$ cat config.mk
export PLATFORM = sky130hd
export DESIGN_NAME = reg_wb_sched
export DESIGN_NICKNAME = d
export VERILOG_FILES = /design/src/rtl/reg_wb_sched.sv
export SDC_FILE = /design/constraint.sdc
export NUM_CORES = 1
export LEC_CHECK = 0
export ABC_AREA = 1
export CORE_MARGIN = 2
export CORE_UTILIZATION = 44
export DETAILED_ROUTE_END_ITERATION = 10
export MAX_ROUTING_LAYER = met4
export PLACE_DENSITY = 0.81
export SYNTH_ARGS = -nofsm -noshare
export SYNTH_HDL_FRONTEND = slang
export SYNTH_SLANG_ARGS = --single-unit
$ cat constraint.sdc
create_clock -name clk -period 2.7 [get_ports clk]
set_input_delay 0.405 -clock clk [delete_from_list [all_inputs] [get_ports clk]]
set_output_delay 0.405 -clock clk [all_outputs]
set_load 0.005 [all_outputs]
$ cat src/rtl/reg_wb_sched.sv
// Writeback scheduler: round-robin arbiter (ALU/LD/INC) onto the single reg_file write port,
// plus a pending-write scoreboard for RAW hazard detection. Optional forwarding: WB_BYPASS_EN.
module reg_wb_sched #(
    parameter int DATA_W = 16,
    parameter int ADDR_W = 4,
    parameter int CG_REG = 3
) (
    input  logic              clk,
    input  logic              rst,
    input  logic              alu_valid,
    output logic              alu_ready,
    input  logic [ADDR_W-1:0] alu_da,
    input  logic [DATA_W-1:0] alu_data,
    input  logic              ld_valid,
    output logic              ld_ready,
    input  logic [ADDR_W-1:0] ld_da,
    input  logic [DATA_W-1:0] ld_data,
    input  logic              inc_valid,
    output logic              inc_ready,
    input  logic [ADDR_W-1:0] inc_da,
    input  logic [DATA_W-1:0] inc_data,
    input  logic              issue_valid,
    input  logic [ADDR_W-1:0] issue_da,
    input  logic [ADDR_W-1:0] SA,
    output logic              hazard,
    output logic              RW,
    output logic [ADDR_W-1:0] DA,
    output logic [DATA_W-1:0] Din,
`ifdef WB_BYPASS_EN
    output logic              bypass_valid,
    output logic [DATA_W-1:0] bypass_data,
`endif
    output logic              busy
);

    localparam int NREG = 1 << ADDR_W;
    localparam logic [ADDR_W-1:0] CG_DA = ADDR_W'(CG_REG);

    logic [1:0]        rr_ptr;
    logic [1:0]        rr_next;
    logic [2:0]        req;
    logic [2:0]        gnt;
    logic [ADDR_W-1:0] sel_da;
    logic [DATA_W-1:0] sel_data;
    logic              acc;
    logic              acc_cg;
    logic              cg_clr;
    logic [NREG-1:0]   pending;
    logic [NREG-1:0]   pending_nxt;

    assign req = {inc_valid, ld_valid, alu_valid};

    // Search order starts at rr_ptr and wraps modulo 3.
    always_comb begin
        gnt = 3'b000;
        case (rr_ptr)
            2'd1:    gnt = req[1] ? 3'b010 : req[2] ? 3'b100 : req[0] ? 3'b001 : 3'b000;
            2'd2:    gnt = req[2] ? 3'b100 : req[0] ? 3'b001 : req[1] ? 3'b010 : 3'b000;
            default: gnt = req[0] ? 3'b001 : req[1] ? 3'b010 : req[2] ? 3'b100 : 3'b000;
        endcase
    end

    always_comb begin
        sel_da   = alu_da;
        sel_data = alu_data;
        rr_next  = rr_ptr;
        if (gnt[0]) begin
            rr_next = 2'd1;
        end else if (gnt[1]) begin
            sel_da   = ld_da;
            sel_data = ld_data;
            rr_next  = 2'd2;
        end else if (gnt[2]) begin
            sel_da   = inc_da;
            sel_data = inc_data;
            rr_next  = 2'd0;
        end
    end

    assign alu_ready = gnt[0];
    assign ld_ready  = gnt[1];
    assign inc_ready = gnt[2];
    assign acc       = |gnt;
    assign acc_cg    = acc && (sel_da == CG_DA);

    // Set is applied last so a fresh reservation beats a same-cycle retirement.
    always_comb begin
        pending_nxt = pending;
        if (RW)
            pending_nxt[DA] = 1'b0;
        if (cg_clr)
            pending_nxt[CG_REG] = 1'b0;
        if (issue_valid)
            pending_nxt[issue_da] = 1'b1;
    end

    always_ff @(posedge clk or negedge rst) begin
        if (!rst) begin
            rr_ptr  <= 2'd0;
            RW      <= 1'b0;
            DA      <= '0;
            Din     <= '0;
            cg_clr  <= 1'b0;
            pending <= '0;
        end else begin
            RW      <= acc && !acc_cg;
            cg_clr  <= acc_cg;
            pending <= pending_nxt;
            rr_ptr  <= rr_next;
            if (acc && !acc_cg) begin
                DA  <= sel_da;
                Din <= sel_data;
            end
        end
    end

    assign busy = |pending;

`ifdef WB_BYPASS_EN
    assign bypass_valid = RW && (DA == SA) && (DA != CG_DA);
    assign bypass_data  = Din;
    assign hazard       = pending[SA] && !bypass_valid;
`else
    assign hazard       = pending[SA];
`endif

endmodule

==> flow_summary.json, run 1 <==
{
  "grt_pass1_vias": 2575,
  "hpwlAfterDp_um": 5590,
  "clk_path_buf_depth": 2,
  "yosys.area.top_type": "dfrtp_1",
  "critPathMaxStageDelay_ns": 0.59,
  "drive_above_1_share": 0.0732,
  "start_util": 0.452,
  "p_per_area_nw_per_um2": 1120,
  "p_sw_mw": 1.84,
  "fin_setup_tns_ns": 0,
  "synth.distinct_cells": 29,
  "async_flop_share": 1.00,
  "ant_nets": 0,
  "ys_warn_count": 0,
  "clk_latency_ns": 0.30,
  "dieHeight_um": 79.0,
  "cpMaxStageDelayCell": "clkdlybuf4s50_1",
  "synth_seq_cells": 40,
  "swShare": 0.452,
  "core-area_um2": 5470,
  "r2r_end": "DA[0]$_DFFE_PN0P_",
  "power_frac_seq": 0.283,
  "crit_end": "ld_ready",
  "drt_iter0_markers": 99,
  "fp.dieW_um": 79.0,
  "cts-htree-levels": 2,
  "syn_area_um2": 2470,
  "grt_first_pass_wirelength_um": 11700,
  "synthCells": 337,
  "path_cells": "inv_1 > ha_1 > inv_1 > nand2_1 > a21oi_4 > clkdlybuf4s50_1",
  "postCtsSetupBuffers": 0,
  "drtPass1Iterations": 4,
  "slew_violations": 0,
  "yosys-top-cells-area": "dfrtp_1 40%, nand2_1 15%, nand3_1 15%",
  "fmax_mhz": 394,
  "num_rows": 27,
  "r2r_cells": 13,
  "hold_viol": 0,
  "cts_sinks": 40,
  "clkPwrFrac": 0.118,
  "gr-usage-all-layers": 0.243,
  "cp-startpoint": "rr_ptr[0]$_DFFE_PN0P_",
  "rsz0062_at_grt": "no",
  "layout_min_cycle_time_ns": 2.54,
  "reg2reg_slack_ns": 0.29,
  "leakage_nw": 1.69,
  "crit_top_cell": "inv_1",
  "clk_pin_slew_ns": 0.08,
  "status": "finished, final reports clean",
  "gp_congestion": 0.888,
  "ir_worst_vdd_v": 0.000674,
  "vias_per_cell": 5.19,
  "nFillCells": 494,
  "maxSlewHeadroom": 0.441,
  "critPathKind": "flop to output port",
  "syn_avg_cell_area_um2": 7.34,
  "antenna_found_initial": 0,
  "period_share": 0.940,
  "final_cells": 509,
  "timing.rr.start": "rr_ptr[0]$_DFFE_PN0P_",
  "tightest_slew_ns": 0.838,
  "synth_nets": 413,
  "netlist.area_leader.share": 0.405,
  "dp.cells": 501,
  "grt_overflow": 0,
  "root_buffer": "clkbuf_8",
  "skew_ns": 0.00497,
  "ys_seq_area_frac": 0.405,
  "dieArea_um2": 6240,
  "p_comb_frac": 0.598,
  "n_antenna_cell": 0,
  "maxCapViolations": 0,
  "required_ns": 2.30,
  "start_kind": "flop",
  "grt_max_degree": 41,
  "ctsHoldBuffers": 0,
  "fin_nets": 512,
  "ys_dominant_reg_cell": "dfrtp_1",
  "setup_viol": 0,
  "path_max_fanout": 9,
  "routedWlPerCell_um": 13.8,
  "io_buffers": 99,
  "num_vias": 2644,
  "drc": 0,
  "yosys-top-cells-count": "99 x nand2_1, 72 x nand3_1, 40 x dfrtp_1",
  "cts_buffers": 5,
  "hold_class": "input port to asynchronous set/reset pin",
  "tritoncts": "yes",
  "synthMostInstantiatedCell": "nand2_1",
  "crit_path_end_kind": "output port",
  "ios": 100,
  "drt_wl_total_um": 7000,
  "synth-edff-count": 0,
  "p_int_mw": 2.23,
  "cp_data_arrival_time_ns": 2.13,
  "area_delta_synth_final_pct": 46.2
}
## how the worst min path moves through the flow
| stage | startpoint | to | slack (ns) | cells after the start |
|---|---|---|---|---|
| floorplan | rst | DA[0]$_DFFE_PN0P_ | 0.11 | 0 |
| global placement | cg_clr$_DFF_PN0_ | pending[3]$_DFF_PN0_ | 0.44 | 1 |
| detailed placement | cg_clr$_DFF_PN0_ | pending[3]$_DFF_PN0_ | 0.46 | 1 |
| CTS | rst | pending[4]$_DFF_PN0_ | 0.24 | 1 |
| global route | rst | pending[4]$_DFF_PN0_ | 0.27 | 1 |
| finish | rst | pending[4]$_DFF_PN0_ | 0.21 | 1 |
## cells by family (layout without fill, tap and decap cells)
logic type      after synthesis  count (layout)  synth area share
simple gates                196             196             0.358
compound gates               48              48             0.120
buf+inv                      46             146            0.0870
flops                        40              40             0.405
mux                           5               5            0.0207
fa+ha+maj                     2               2            0.0101
## critical path, delay by kind of cell (launching register included)
family	cells	cell delay, ns
simple gates	1	0.12
buf+inv	3	0.77
flops	1	0.35
compound gates	1	0.31
fa+ha+maj	1	0.30
## through the flow
step | setup WS, ns | util | hold WS [ns] | area (µm²) | total power, mW
6_report | 0.161 | 0.661 | 0.207 | 3620 | 4.07
5_1_grt | 0.0344 | 0.661 | 0.274 | 3620 | 4.48
4_1_cts | 0.0894 | 0.660 | 0.238 | 3610 | 4.09
3_5_place_dp | 0.0867 | 0.640 | 0.463 | 3500 | 3.60
3_3_place_gp | 0.0907 | 0.640 | 0.440 | 3500 | 3.53
2_1_floorplan | 0.719 | - | 0.109 | 2470 | 2.73
## layout make-up
type | count | area [µm²] | area share
clock buffers | 5 | 68.8 | 0.0190
clock inverters | 3 | 42.5 | 0.0118
inverters | 33 | 124 | 0.0342
multi-input cells | 251 | 1260 | 0.348
flip-flops and latches | 40 | 1000 | 0.277
well taps | 72 | 90.1 | 0.0249
repair buffers | 105 | 1030 | 0.286
## flip-flops by register name, summed over array words and instances (netlist names)
name,flops
rr_ptr,2
Din,16
DA,4
pending,16
RW,1
cg_clr,1
## power groups by stage
stage	combinational, mW	clock (mW)	sequential, mW
6_report	2.43	0.481	1.15
5_1_grt	2.77	0.517	1.19
4_1_cts	2.45	0.489	1.15
3_5_place_dp	2.44	0	1.16
3_3_place_gp	2.38	0	1.15
2_1_floorplan	1.63	0	1.11
## cells in the final DEF (no fill, tap or decap), types with 6 or more instances in the layout
| cell | synthesis | routed |
|---|---|---|
| inv_1 | 28 | 28 |
| nand3_1 | 72 | 72 |
| nor2_1 | 9 | 9 |
| buf_4 | 2 | 6 |
| nand2_1 | 99 | 99 |
| dfrtp_1 | 40 | 40 |
| clkdlybuf4s50_1 | 0 | 97 |
| o21ai_0 | 27 | 27 |
| o31ai_1 | 7 | 7 |
## layer usage
layer / part of all wire / wire length [µm] / vias up / track usage
met4: 0.019 / 136 / 0 / 0.0828
met5: 0 / 0 / - / -
met2: 0.48 / 3370 / 117 / 0.393
li1: - / - / 1330 / -
met3: 0.062 / 432 / 11 / 0.0534
met1: 0.44 / 3070 / 1186 / 0.303
## timing repair
item | in CTS | in global routing
gates resized for setup | 0 | 1
setup endpoints to repair | 0 | 1
hold endpoints to repair | 0 | 0
Note: power is estimated with default switching activity, not from simulation.
==> inputs of run 2 (changes only) <==
--- a/config.mk
+++ b/config.mk
@@ -11,6 +11,7 @@
 export DETAILED_ROUTE_END_ITERATION = 10
 export MAX_ROUTING_LAYER = met4
 export PLACE_DENSITY = 0.81
+export REMOVE_ABC_BUFFERS = 1
 export SYNTH_ARGS = -nofsm -noshare
 export SYNTH_HDL_FRONTEND = slang
 export SYNTH_SLANG_ARGS = --single-unit
==> flow_summary.json, run 2 (same netlist as run 1, synthesis figures left out) <==
{
  "status": "finished, final reports clean",
  "p_sw_mw": 1.84,
  "path_cells": "inv_1 > ha_1 > inv_1 > nand2_1 > a21oi_4 > clkdlybuf4s50_1",
  "routedWlPerCell_um": 13.8,
  "start_kind": "flop",
  "crit_top_cell": "inv_1",
  "num_rows": 27,
  "core-area_um2": 5470,
  "clk_latency_ns": 0.29,
  "leakage_nw": 1.69,
  "n_antenna_cell": 0,
  "grt_max_degree": 41,
  "ios": 100,
  "drtPass1Iterations": 4,
  "layout_commonest_cell": "nand2_1",
  "path_max_fanout": 9,
  "layout_min_cycle_time_ns": 2.56,
  "wl_met2_um": 3280,
  "hold_class": "input port to asynchronous set/reset pin",
  "maxSlewHeadroom": 0.431,
  "ant_nets": 0,
  "antenna_found_initial": 0,
  "root_buffer": "clkbuf_8",
  "drt_wl_total_um": 7030,
  "grt_overflow": 0,
  "vias_per_cell": 5.26,
  "dieArea_um2": 6240,
  "mostFrequentLayoutCells": "99 x nand2_1, 97 x clkdlybuf4s50_1, 72 x nand3_1, 40 x dfrtp_1, 28 x inv_1",
  "whs_ns": 0.212,
  "drc": 0,
  "tritoncts": "yes",
  "rsz0062_at_grt": "no",
  "critPathKind": "flop to output port",
  "critPathMaxStageDelay_ns": 0.57,
  "nFillCells": 494,
  "reg_top3": "Din x16, pending x16, DA x4",
  "top_layer": "met4",
  "swShare": 0.453,
  "p_comb_frac": 0.601,
  "clk_path_buf_depth": 2,
  "gp_congestion": 0.915,
  "cts-htree-levels": 2,
  "fin_nets": 512,
  "grt_first_pass_wirelength_um": 11900,
  "fmax_mhz": 391,
  "path_buf_inv": 3,
  "setup_viol": 0,
  "hold_viol": 0,
  "period_share": 0.948,
  "cpMaxStageDelayCell": "clkdlybuf4s50_1",
  "ctsHoldBuffers": 0,
  "drive_above_1_share": 0.0709,
  "power_frac_seq": 0.282,
  "dieHeight_um": 79.0,
  "cp_data_arrival_time_ns": 2.15,
  "area_delta_synth_final_pct": 46.1,
  "crit_path_end_kind": "output port",
  "skew_ns": 0.00233,
  "hpwlAfterDp_um": 5460,
  "fin_setup_tns_ns": 0,
  "p_per_area_nw_per_um2": 1130,
  "maxCapViolations": 0,
  "grt_pass1_vias": 2593,
  "path_delay_family": "buffers and inverters",
  "tightest_slew_ns": 0.854,
  "p_int_mw": 2.23,
  "clk_pin_slew_ns": 0.07,
  "wl_met1_um": 3040,
  "clkPwrFrac": 0.118,
  "ir_worst_vdd_v": 0.000632,
  "cts_buffers": 5,
  "drt_iter0_markers": 150,
  "gr-usage-all-layers": 0.248,
  "cts.repair.resized": 0,
  "postCtsSetupBuffers": 0,
  "num_vias": 2678,
  "required_ns": 2.30,
  "slew_violations": 0,
  "io_buffers": 99,
  "wl_met3_um": 615,
  "fp.dieW_um": 79.0,
  "cts_sinks": 40,
  "start_util": 0.452
}
==> run 2: power groups by stage <==
| stage | logic [mW] | clock network [mW] | registers [mW] |
|---|---|---|---|
| floorplan | 1.46 | 0 | 1.11 |
| global placement | 2.40 | 0 | 1.15 |
| detailed placement | 2.47 | 0 | 1.15 |
| CTS | 2.47 | 0.493 | 1.14 |
| global route | 2.77 | 0.516 | 1.19 |
| finish | 2.45 | 0.479 | 1.15 |
==> run 2: layout make-up <==
| class | count | area (µm²) | area share |
|---|---|---|---|
| clock buffers | 6 | 72.6 | 0.0201 |
| repair buffers | 105 | 1030 | 0.286 |
| clock inverters | 2 | 35.0 | 0.00970 |
| inverters | 33 | 124 | 0.0343 |
| well taps | 72 | 90.1 | 0.0249 |
| multi-input cells | 251 | 1260 | 0.348 |
| flip-flops and latches | 40 | 1000 | 0.277 |
==> run 2: worst register-to-register path, stage by stage, from the launching register on <==
cell,delay (ns)
dfrtp_1,0.36
inv_1,0.07
ha_1,0.31
inv_1,0.11
nand2_1,0.11
a21oi_4,0.34
o21ai_4,0.14
nand2_1,0.08
nand2_1,0.09
nor2_1,0.19
nand2_4,0.09
nand2_2,0.30
nand2_1,0.11
nand2_1,0.07
==> run 2: path summary, 6_finish.rpt <==
path | startpoint | to | slack (ns) | cells past startpoint
setup / recovery | rr_ptr[0]$_DFFE_PN0P_ | ld_ready | 0.14 | 6
hold / removal | rst | pending[13]$_DFF_PN0_ | 0.21 | 1
setup reg to reg | rr_ptr[0]$_DFFE_PN0P_ | DA[2]$_DFFE_PN0P_ | 0.28 | 13
hold reg to reg | cg_clr$_DFF_PN0_ | pending[3]$_DFF_PN0_ | 0.46 | 1
max in group asynchronous | rst | Din[11]$_DFFE_PN0P_ | 1.95 | 1
min in group clk | cg_clr$_DFF_PN0_ | pending[3]$_DFF_PN0_ | 0.46 | 1
==> run 2: routing by layer <==
layer  global-route usage  vias up
li1                     -     1327
met1                0.308     1211
met2                0.396      130
met3               0.0625       10
met4               0.0862        0
met5                    -        -
==> run 2: through the flow <==
stage | power, mW | instances | util | area (µm²) | setup WS [ns]
floorplan | 2.56 | 324 | - | 2380 | 0.329
global placement | 3.55 | 501 | 0.640 | 3500 | 0.0949
detailed placement | 3.62 | 501 | 0.640 | 3500 | 0.0615
CTS | 4.11 | 509 | 0.660 | 3610 | 0.0562
global route | 4.48 | 509 | 0.660 | 3610 | 0.0475
finish | 4.07 | 509 | 0.660 | 3610 | 0.141
==> inputs of run 3 (changes only) <==
--- a/config.mk
+++ b/config.mk
@@ -6,6 +6,7 @@
 export NUM_CORES = 1
 export LEC_CHECK = 0
 export ABC_AREA = 1
+export CAP_MARGIN = 5
 export CORE_MARGIN = 2
 export CORE_UTILIZATION = 44
 export DETAILED_ROUTE_END_ITERATION = 10
==> results of run 3 <==
The final DEF is identical to that of run 2; final timing and power are the same.
